==> src/rtl/pix_sse_cmp.sv <==
`default_nettype none
// ============================================================================
// Module      : pix_sse_cmp
// Description : Streaming image comparator. Accumulates the per-channel sum of
//               squared differences between pixel pairs of images A and B over
//               a frame of pix_num pixels. Optional per-channel max |a-b|
//               output is enabled by defining PIX_SSE_CMP_MAXDIFF_EN.
// Revision    : 1.0 - initial release
// ============================================================================
module pix_sse_cmp #(
    parameter int DW    = 8,
    parameter int CH    = 3,
    parameter int CNT_W = 24,
    localparam int ACC_W = 2*DW + CNT_W
) (
    input  logic                  clk,
    input  logic                  resetn,
    input  logic                  start,
    input  logic [CNT_W-1:0]      pix_num,
    input  logic                  in_valid,
    output logic                  in_ready,
    input  logic                  in_last,
    input  logic [CH*DW-1:0]      a_pix,
    input  logic [CH*DW-1:0]      b_pix,
    output logic                  busy,
    output logic                  done,
    output logic                  len_err,
    output logic [CH*ACC_W-1:0]   sse
`ifdef PIX_SSE_CMP_MAXDIFF_EN
    ,
    output logic [CH*DW-1:0]      max_diff
`endif
);

    typedef enum logic [1:0] {
        S_IDLE  = 2'd0,
        S_RUN   = 2'd1,
        S_DRAIN = 2'd2,
        S_DONE  = 2'd3
    } t_state;

    localparam logic [CNT_W-1:0] c_ONE = {{(CNT_W-1){1'b0}}, 1'b1};

    t_state           r_state;
    logic             r_in_ready;
    logic             r_busy;
    logic             r_done;
    logic             r_len_err;
    logic [CNT_W-1:0] r_count;
    logic [CNT_W-1:0] r_pix_last;
    logic [2:0]       r_vld;

    logic             w_xfer;
    logic             w_clear;
    logic             w_at_end;
    logic             w_final;

    assign w_xfer   = in_valid && r_in_ready;
    assign w_clear  = (r_state == S_IDLE) && start;
    assign w_at_end = (r_count == r_pix_last);
    assign w_final  = w_at_end || in_last;

    assign in_ready = r_in_ready;
    assign busy     = r_busy;
    assign done     = r_done;
    assign len_err  = r_len_err;

    always_ff @(posedge clk or negedge resetn) begin
        if (!resetn) begin
            r_state    <= S_IDLE;
            r_in_ready <= 1'b0;
            r_busy     <= 1'b0;
            r_done     <= 1'b0;
            r_len_err  <= 1'b0;
            r_count    <= '0;
            r_pix_last <= '0;
        end else begin
            r_done <= 1'b0;
            case (r_state)
                S_IDLE: begin
                    if (start) begin
                        r_len_err <= 1'b0;
                        r_count   <= '0;
                        if (pix_num == '0) begin
                            r_state <= S_DONE;
                            r_done  <= 1'b1;
                        end else begin
                            r_pix_last <= pix_num - c_ONE;
                            r_state    <= S_RUN;
                            r_in_ready <= 1'b1;
                            r_busy     <= 1'b1;
                        end
                    end
                end
                S_RUN: begin
                    if (w_xfer) begin
                        r_count <= r_count + c_ONE;
                        if (w_final) begin
                            // Clean end only when the last flag lands exactly on beat pix_num
                            r_len_err  <= !(w_at_end && in_last);
                            r_in_ready <= 1'b0;
                            r_state    <= S_DRAIN;
                        end
                    end
                end
                S_DRAIN: begin
                    if (r_vld == 3'b000) begin
                        r_state <= S_DONE;
                        r_done  <= 1'b1;
                        r_busy  <= 1'b0;
                    end
                end
                S_DONE: begin
                    r_state <= S_IDLE;
                end
                default: begin
                    r_state <= S_IDLE;
                end
            endcase
        end
    end

    // Stage valids: [0] difference, [1] square, [2] accumulated.
    always_ff @(posedge clk or negedge resetn) begin
        if (!resetn) begin
            r_vld <= 3'b000;
        end else begin
            r_vld <= {r_vld[1:0], w_xfer};
        end
    end

    genvar gi;
    generate
        for (gi = 0; gi < CH; gi++) begin : g_ch
            logic [DW:0]      r_diff;
            logic [2*DW-1:0]  r_sq;
            logic [ACC_W-1:0] r_acc;
            logic [DW:0]      w_diff;
            logic [DW:0]      w_neg;
            logic [DW-1:0]    w_abs;
            logic [2*DW-1:0]  w_sq;

            assign w_diff = {1'b0, a_pix[gi*DW +: DW]} - {1'b0, b_pix[gi*DW +: DW]};
            assign w_neg  = (~r_diff) + {{DW{1'b0}}, 1'b1};
            // |diff| always fits in DW bits, so the square fits in 2*DW
            assign w_abs  = r_diff[DW] ? w_neg[DW-1:0] : r_diff[DW-1:0];
            assign w_sq   = {{DW{1'b0}}, w_abs} * {{DW{1'b0}}, w_abs};

            always_ff @(posedge clk or negedge resetn) begin
                if (!resetn) begin
                    r_diff <= '0;
                    r_sq   <= '0;
                    r_acc  <= '0;
                end else begin
                    if (w_xfer) begin
                        r_diff <= w_diff;
                    end
                    if (r_vld[0]) begin
                        r_sq <= w_sq;
                    end
                    if (w_clear) begin
                        r_acc <= '0;
                    end else if (r_vld[1]) begin
                        r_acc <= r_acc + {{CNT_W{1'b0}}, r_sq};
                    end
                end
            end

            assign sse[gi*ACC_W +: ACC_W] = r_acc;

`ifdef PIX_SSE_CMP_MAXDIFF_EN
            logic [DW-1:0] r_max;

            always_ff @(posedge clk or negedge resetn) begin
                if (!resetn) begin
                    r_max <= '0;
                end else if (w_clear) begin
                    r_max <= '0;
                end else if (r_vld[0] && (w_abs > r_max)) begin
                    r_max <= w_abs;
                end
            end

            assign max_diff[gi*DW +: DW] = r_max;
`endif
        end
    endgenerate

endmodule
`default_nettype wire

==> config.mk <==
export PLATFORM = sky130hd
export DESIGN_NAME = pix_sse_cmp
export DESIGN_NICKNAME = d
export VERILOG_FILES = /design/src/rtl/pix_sse_cmp.sv
export SDC_FILE = /design/constraint.sdc
export NUM_CORES = 1
export LEC_CHECK = 0
export BUFFER_PORTS_ARGS = -buffer_cell sky130_fd_sc_hd__buf_2
export CAP_MARGIN = 25
export CORE_AREA = 2 2 184 186
export DETAILED_ROUTE_END_ITERATION = 16
export DIE_AREA = 0 0 186 188
export PLACE_DENSITY = 0.8
export SLEW_MARGIN = 40
export SYNTH_ARGS = -nofsm -noshare
export SYNTH_HDL_FRONTEND = slang
export SYNTH_SLANG_ARGS = --single-unit
==> constraint.sdc <==
create_clock -name clk -period 7.32 [get_ports clk]
set_input_delay 0.366 -clock clk [delete_from_list [all_inputs] [get_ports clk]]
set_output_delay 0.366 -clock clk [all_outputs]
set_load 0.02 [all_outputs]
=== Word level (Yosys, flattened, before mapping) ===
Index checks and enable logic that the tools add are counted.

* Flip-flop bits (word level): 252
* Input port bits: 77
* Output and inout port bits: 124
* Logic and storage cells: 94

* Add/sub/neg operators: 11
* $mul: 3
* Eq/ne operators: 9
* Multiplexer cells: 33
* Bitwise logic cells: 4
* Reductions and logical operators: 17

{| class="wikitable"
|+ Operator list
! cell !! count
|-
| $mux W40 || 6
|-
| $add A40 B16 Y40 || 3
|-
| $mul A8 B8 Y16 || 3
|-
| $mux W24 || 2
|-
| $pmux W24 S2 || 1
|-
| $sub A8 B8 Y9 || 3
|-
| $add A24 B1 Y24 const B || 1
|-
| $add A8 B1 Y8 const B || 3
|-
| $eq A24 B24 Y1 || 1
|-
| $logic_not A24 Y1 || 1
|-
| $mux W8 || 3
|-
| $not A8 Y8 || 3
|-
| $sub A24 B1 Y24 const B || 1
|-
| $reduce_and A4 Y1 || 3
|-
| $mux W1 || 11
|-
| $mux W2 || 5
|-
| $ne A2 B2 Y1 const B || 5
|-
| $pmux W1 S2 || 4
|-
| $pmux W2 S4 || 1
|-
| $reduce_and A3 Y1 || 2
|-
| $reduce_bool A2 Y1 || 3
|-
| $reduce_and A5 Y1 || 1
|-
| $eq A2 B2 Y1 const B || 2
|-
| $logic_and A1 B1 Y1 || 3
|-
| other kinds (6) || 6
|}

=== Longest topological paths before layout ===
* Word-level depth: 6
* Gate-level depth with buffers: 23
* Mapped depth without buffers: 22

=== Worst setup path before layout ===
OpenSTA, ideal clock, no wires.

* Path type: register to register
* Start: register g_ch[2].r_diff[2]
* End: register g_ch[2].r_sq[13]
* Setup time: 0.120 ns
* Data arrival time: 5.263 ns
* Required time: 7.200 ns
* Setup slack: 1.937 ns
* Stages on the path, launching flop included: 19
* Cell sequence: dfrtp_1 > or3_1 > o31ai_1 > xor2_1 > inv_1 > nand2_1 > inv_1 > fa_1 > fa_1 > inv_1 > fa_1 > fa_1 > inv_1 > ha_1 > a21oi_1 > nor2b_1 > o211a_1 > or3_1 > a31o_2

* Longest elaborated chain between the ends: 4

{| class="wikitable"
|+ Ends and longest elaborated chain
! element !! line !! text
|-
| start: declaration || 135 || <nowiki>logic [DW:0] r_diff;</nowiki>
|-
| start signal: assignment || 156 || <nowiki>r_diff <= w_diff;</nowiki>
|-
| $not A8 Y8 || 144 || <nowiki>assign w_neg = (~r_diff) + {{DW{1'b0}}, 1'b1};</nowiki>
|-
| $add A8 B1 Y8 || 144 ||
|-
| $mux W8 * || 146 || <nowiki>assign w_abs = r_diff[DW] ? w_neg[DW-1:0] : r_diff[DW-1:0];</nowiki>
|-
| $mul A8 B8 Y16 * || 147 || <nowiki>assign w_sq = {{DW{1'b0}}, w_abs} * {{DW{1'b0}}, w_abs};</nowiki>
|-
| end signal: assignment || 159 || <nowiki>r_sq <= w_sq;</nowiki>
|-
| end: declaration || 136 || <nowiki>logic [2*DW-1:0] r_sq;</nowiki>
|}

Every way passes the cells marked *; elsewhere a longest branch is shown, timed or not.
A chain may end at the register's enable or synchronous reset.

=== Worst setup path after layout ===
* Start: register g_ch[2].r_diff[0]
* End: register g_ch[2].r_sq[13]

The elaborated chain is that of the path after synthesis.

==> results.txt <==
----------------------------------------------------
[Run status]
  Result of the run ... finished clean

[Clock tree]
  Clock Tree Root ... sky130_fd_sc_hd__clkbuf_16
  Post-CTS setup repair buffer count ... 0
  Clock input transition at the sequential cells of the worst setup and hold paths ... 60 ps
  Worst skew pair latency ... 570 ps
  Post_cts resized ... 0
  Maximum number of buffers from clock root to sink ... 3
  Number of buffers created by CTS ... 29
  Depth of the CTS H-tree ... 1
  Clock tree from TritonCTS ... built
  Count of clock tree sinks ... 249

[Logic synthesis]
  Number of library cell types mapped by synthesis ... 78
  Synthesized area per cell ... 8.92 µm²
  Count of warnings emitted by yosys ... 0
  Number of synthesized flops with an enable pin ... 0
  Cell area after technology mapping ... 0.0200 mm²
  Number of instances in the synthesized netlist ... 2,237
  Asr flop ratio synth ... 1.00
  Post-synthesis sequential area ratio ... 0.312
  Most common flop cell mapped by yosys ... sky130_fd_sc_hd__dfrtp_1
  Synthesis-stage register bit count ... 249

[Timing]
  Final hold violation count ... 0
  Post-route clock skew ... 23.2 ps
  Max Fclk ... 169 MHz
  Final clock period utilization by the worst path ... 0.808
  Setup repair after global routing missed its margin ... no
  Final worst path period need ... 5910 ps
  Setup violation total in the final timing report ... 0
  Pins Over Slew Limit ... 0
  Slew at the pin closest to its max-slew limit ... 811 ps
  Accumulated negative setup slack ... 0 ps
  Relative slew margins ... 0.446

[Global route]
  Initial antenna violation count ... 0
  Vias in the first global route ... 16,400
  Remaining global-route overflow ... 0
  Global-route wire length before repair ... 77.8 mm
  Maximum number of pins on one net before global-route repair ... 87
  Total routing usage reported by global routing ... 0.266

[Finish]
  Post-route non-filler standard cell count ... 2,886
  Area Overhead vs Synth ... 12.3%
  Final non-filler cell area ... 0.0224 mm²
  Antenna cell count ... 0
  Final core utilization ... 0.677
  Number of nets in the finished design ... 2,745
  Share of layout cells above drive strength 1 ... 0.139

[Die]
  Placeable Area ... 0.0331 mm²
  Total number of placement rows ... 67
  Full die area ... 0.0350 mm²
  Floorplan die height ... 188 µm
  Die Span X ... 186 µm
  Number of placed I/O pins ... 201
  Effective utilization at floorplan ... 0.603

[Drt]
  WL met2 ... 21.4 mm
  Final routed wire length divided by cell count ... 15.9 µm
  Highest routing layer actually used ... met4
  Average via count per standard cell ... 5.77
  Detailed router's first-iteration violation count ... 924
  Met3 wire length ... 2.43 mm
  Via count ... 16,600
  Met1 routed wirelength after detailed routing ... 20.8 mm
  Detailed-router iteration count before antenna repair ... 5
  Post-detailed-route count of antenna-violating nets ... 0
  Overall routed net length ... 46.0 mm
  Number of remaining DRC errors ... 0

[Placement]
  Cell area after placement ... 0.0214 mm²
  Global placer's final weighted congestion ... 0.903
  DP Cell Count ... 2,834
  Count of input and output buffers ... 200
  Hpwl dp ... 34.8 mm

[Critical path]
  End of the worst register-to-register path ... g_ch[2].r_sq[13]
  Maximum cell stage delay along the critical path ... 570 ps
  Data arrival time at the worst-slack endpoint ... 6370 ps
  Reg2Reg Depth ... 21
  Slowest cell on crit path ... sky130_fd_sc_hd__xor2_1
  Highest fanout seen on the critical path ... 8
  Reg2Reg Launch Point ... g_ch[2].r_diff[0]
  Critical Path RT ... 7780 ps
  Endpoint type of the worst setup path ... flop
  Category of the worst setup path launch point ... flop
  Critical Path, Cell by Cell ... clkinv_1 -> ha_1 -> nand2_1 -> nand2_1 -> xor2_1 -> nor2_1 -> ha_1 -> xor2_1 -> ha_1 -> inv_1 -> fa_1 -> fa_1 -> inv_1 -> ha_1 -> o21ai_0 -> o21bai_1 -> a21oi_1 -> nor2b_1 -> o211a_1 -> or3_1 -> a31o_2
  Cell type group with the largest total delay on the critical path ... adder cells
  Kind of critical path ... reg -> reg
  Number of buffer and inverter instances along the worst setup path ... 3
  CP dominant cell by count ... sky130_fd_sc_hd__ha_1
  Flop-to-flop setup slack ... 1410 ps

[Pwr]
  Worst vdd ir ... 0.146 mV
  Leak pwr ... 10.9 nW
  PD cells ... 134 mW/mm²

[Flow run]
  Number of maximum-capacitance constraint violations ... 0

[Hold path]
  Launch instance of the worst min-delay path ... pix_num[0]
  Number of instances on the worst hold path ... 2
  Path category of the worst min-delay check ... in -> reg
  Worst hold path endpoint ... r_pix_last[0]

----------------------------------------------------
==> logic make-up (layout without fill, tap and decap cells) <==
logic type      after synthesis  in the layout  share of synthesized area
simple gates                696            696                      0.167
compound gates              485            485                      0.158
buf+inv                     296            494                     0.0567
fa+ha+maj                   250            250                      0.186
flops                       249            249                      0.312
xor+xnor                    197            197                     0.0864
mux                          63             63                     0.0335
other cells                   1              4                   0.000188
==> registers in the layout, summed over array words and instances (netlist names) <==
register and cells:
busy 1, in_ready 1, r_state 2, r_vld 3
r_pix_last 24, r_count 24, g_ch.r_diff 27, len_err 1
done 1, g_ch.r_acc 120, g_ch.r_sq 45
==> layout by cell type, fill, tap and decap left out, types with 21 or more instances in the layout <==
cell | Yosys | final
sky130_fd_sc_hd__inv_1 | 226 | 226
sky130_fd_sc_hd__nand4_1 | 36 | 36
sky130_fd_sc_hd__ha_1 | 172 | 172
sky130_fd_sc_hd__nand2_1 | 168 | 167
sky130_fd_sc_hd__a211oi_1 | 28 | 27
sky130_fd_sc_hd__nor4_1 | 21 | 21
sky130_fd_sc_hd__nand3_1 | 42 | 42
sky130_fd_sc_hd__a21o_1 | 51 | 51
sky130_fd_sc_hd__o21ai_0 | 114 | 114
sky130_fd_sc_hd__clkbuf_16 | 0 | 29
sky130_fd_sc_hd__fa_1 | 78 | 78
sky130_fd_sc_hd__xnor2_1 | 131 | 131
sky130_fd_sc_hd__dfrtp_1 | 249 | 247
sky130_fd_sc_hd__o21a_1 | 26 | 26
sky130_fd_sc_hd__o31ai_1 | 30 | 30
sky130_fd_sc_hd__nor2_1 | 236 | 236
sky130_fd_sc_hd__mux2_2 | 30 | 30
sky130_fd_sc_hd__buf_2 | 1 | 200
sky130_fd_sc_hd__nor3_1 | 37 | 37
sky130_fd_sc_hd__mux2i_1 | 33 | 33
sky130_fd_sc_hd__or3_1 | 26 | 26
sky130_fd_sc_hd__a21oi_1 | 123 | 123
sky130_fd_sc_hd__xor2_1 | 66 | 66
sky130_fd_sc_hd__and3_1 | 25 | 25
==> stage by stage <==
stage                     hold WS (ps)  setup slack [ps]  total power [mW]
after floorplan                   70.4              1940              1.47
final                             38.5              1410              3.01
after global placement             403              1660              1.53
after detailed placement           404              1460              1.54
after CTS                         23.0              1430              3.04
after global routing              41.6               881              3.12
==> area by class of cell <==
type	instances	area (µm²)
fillers	2649	10700
clock inverters	16	204
repair buffers	212	1150
well taps	448	561
multi-input cells	1695	12600
clock buffers	35	778
flip-flops and latches	249	6240
inverters	231	868
==> layer usage <==
metal,vias to the layer above,GRT usage
li1,8097,-
met1,8014,0.371
met2,445,0.437
met3,89,0.0297
met4,0,0.0818
met5,-,0
==> repair_timing <==
item | CTS | global route
endpoints found under the hold margin | 85 | 0
hold buffers | 1 | 0
endpoints found under the setup margin | 0 | 0
==> synth_stat cells (7+ instances only) <==
| cell | instances | share of area |
|---|---|---|
| sky130_fd_sc_hd__or3_1 | 26 | 0.0081 |
| sky130_fd_sc_hd__nand2b_1 | 18 | 0.0056 |
| sky130_fd_sc_hd__ha_1 | 172 | 0.11 |
| sky130_fd_sc_hd__o22ai_1 | 7 | 0.0022 |
| sky130_fd_sc_hd__and2_1 | 12 | 0.0038 |
| sky130_fd_sc_hd__mux2i_1 | 33 | 0.017 |
| sky130_fd_sc_hd__mux2_2 | 30 | 0.017 |
| sky130_fd_sc_hd__o21ai_0 | 114 | 0.029 |
| sky130_fd_sc_hd__o21a_1 | 26 | 0.0098 |
| sky130_fd_sc_hd__nor2_1 | 236 | 0.044 |
| sky130_fd_sc_hd__inv_1 | 226 | 0.043 |
| sky130_fd_sc_hd__nand2_1 | 168 | 0.032 |
| sky130_fd_sc_hd__a31oi_1 | 18 | 0.0056 |
| sky130_fd_sc_hd__or2_2 | 18 | 0.0056 |
| sky130_fd_sc_hd__nor3_1 | 37 | 0.0093 |
| sky130_fd_sc_hd__o31ai_1 | 30 | 0.011 |
| sky130_fd_sc_hd__nand4_1 | 36 | 0.011 |
| sky130_fd_sc_hd__xnor2_1 | 131 | 0.057 |
| sky130_fd_sc_hd__a21oi_1 | 123 | 0.031 |
| sky130_fd_sc_hd__xor2_1 | 66 | 0.029 |
| sky130_fd_sc_hd__fa_1 | 78 | 0.078 |
| sky130_fd_sc_hd__o21ai_2 | 7 | 0.0031 |
| sky130_fd_sc_hd__nor2b_1 | 17 | 0.0053 |
| sky130_fd_sc_hd__clkbuf_1 | 54 | 0.010 |
| sky130_fd_sc_hd__dfrtp_1 | 249 | 0.31 |
| sky130_fd_sc_hd__nand3_1 | 42 | 0.011 |
| sky130_fd_sc_hd__and3_1 | 25 | 0.0078 |
| sky130_fd_sc_hd__a21boi_0 | 7 | 0.0026 |
| sky130_fd_sc_hd__or4_1 | 15 | 0.0056 |
| sky130_fd_sc_hd__a2111oi_0 | 12 | 0.0053 |
| sky130_fd_sc_hd__buf_1 | 7 | 0.0013 |
| sky130_fd_sc_hd__a21o_1 | 51 | 0.019 |
| sky130_fd_sc_hd__nor4_1 | 21 | 0.0066 |
| sky130_fd_sc_hd__a211oi_1 | 28 | 0.011 |
| sky130_fd_sc_hd__o21bai_1 | 8 | 0.0030 |
==> worst max-delay path by stage <==
stage	start	endpoint	slack [ps]	cells after the start
floorplan	g_ch[2].r_diff[2]	g_ch[2].r_sq[13]	1940	18
global placement	g_ch[2].r_diff[2]	g_ch[2].r_sq[13]	1660	18
detailed placement	g_ch[2].r_diff[0]	g_ch[2].r_sq[13]	1460	21
CTS	g_ch[2].r_diff[0]	g_ch[2].r_sq[13]	1430	21
global route	g_ch[2].r_diff[0]	g_ch[2].r_sq[13]	880	21
finish	g_ch[2].r_diff[0]	g_ch[2].r_sq[13]	1410	21
==> power breakdown <==
part	switching [mW]	internal [mW]
Clock	0.603	0.898
Combinational	0.0776	0.0560
Sequential	0	1.38
Note: power is estimated with default switching activity, not from simulation.
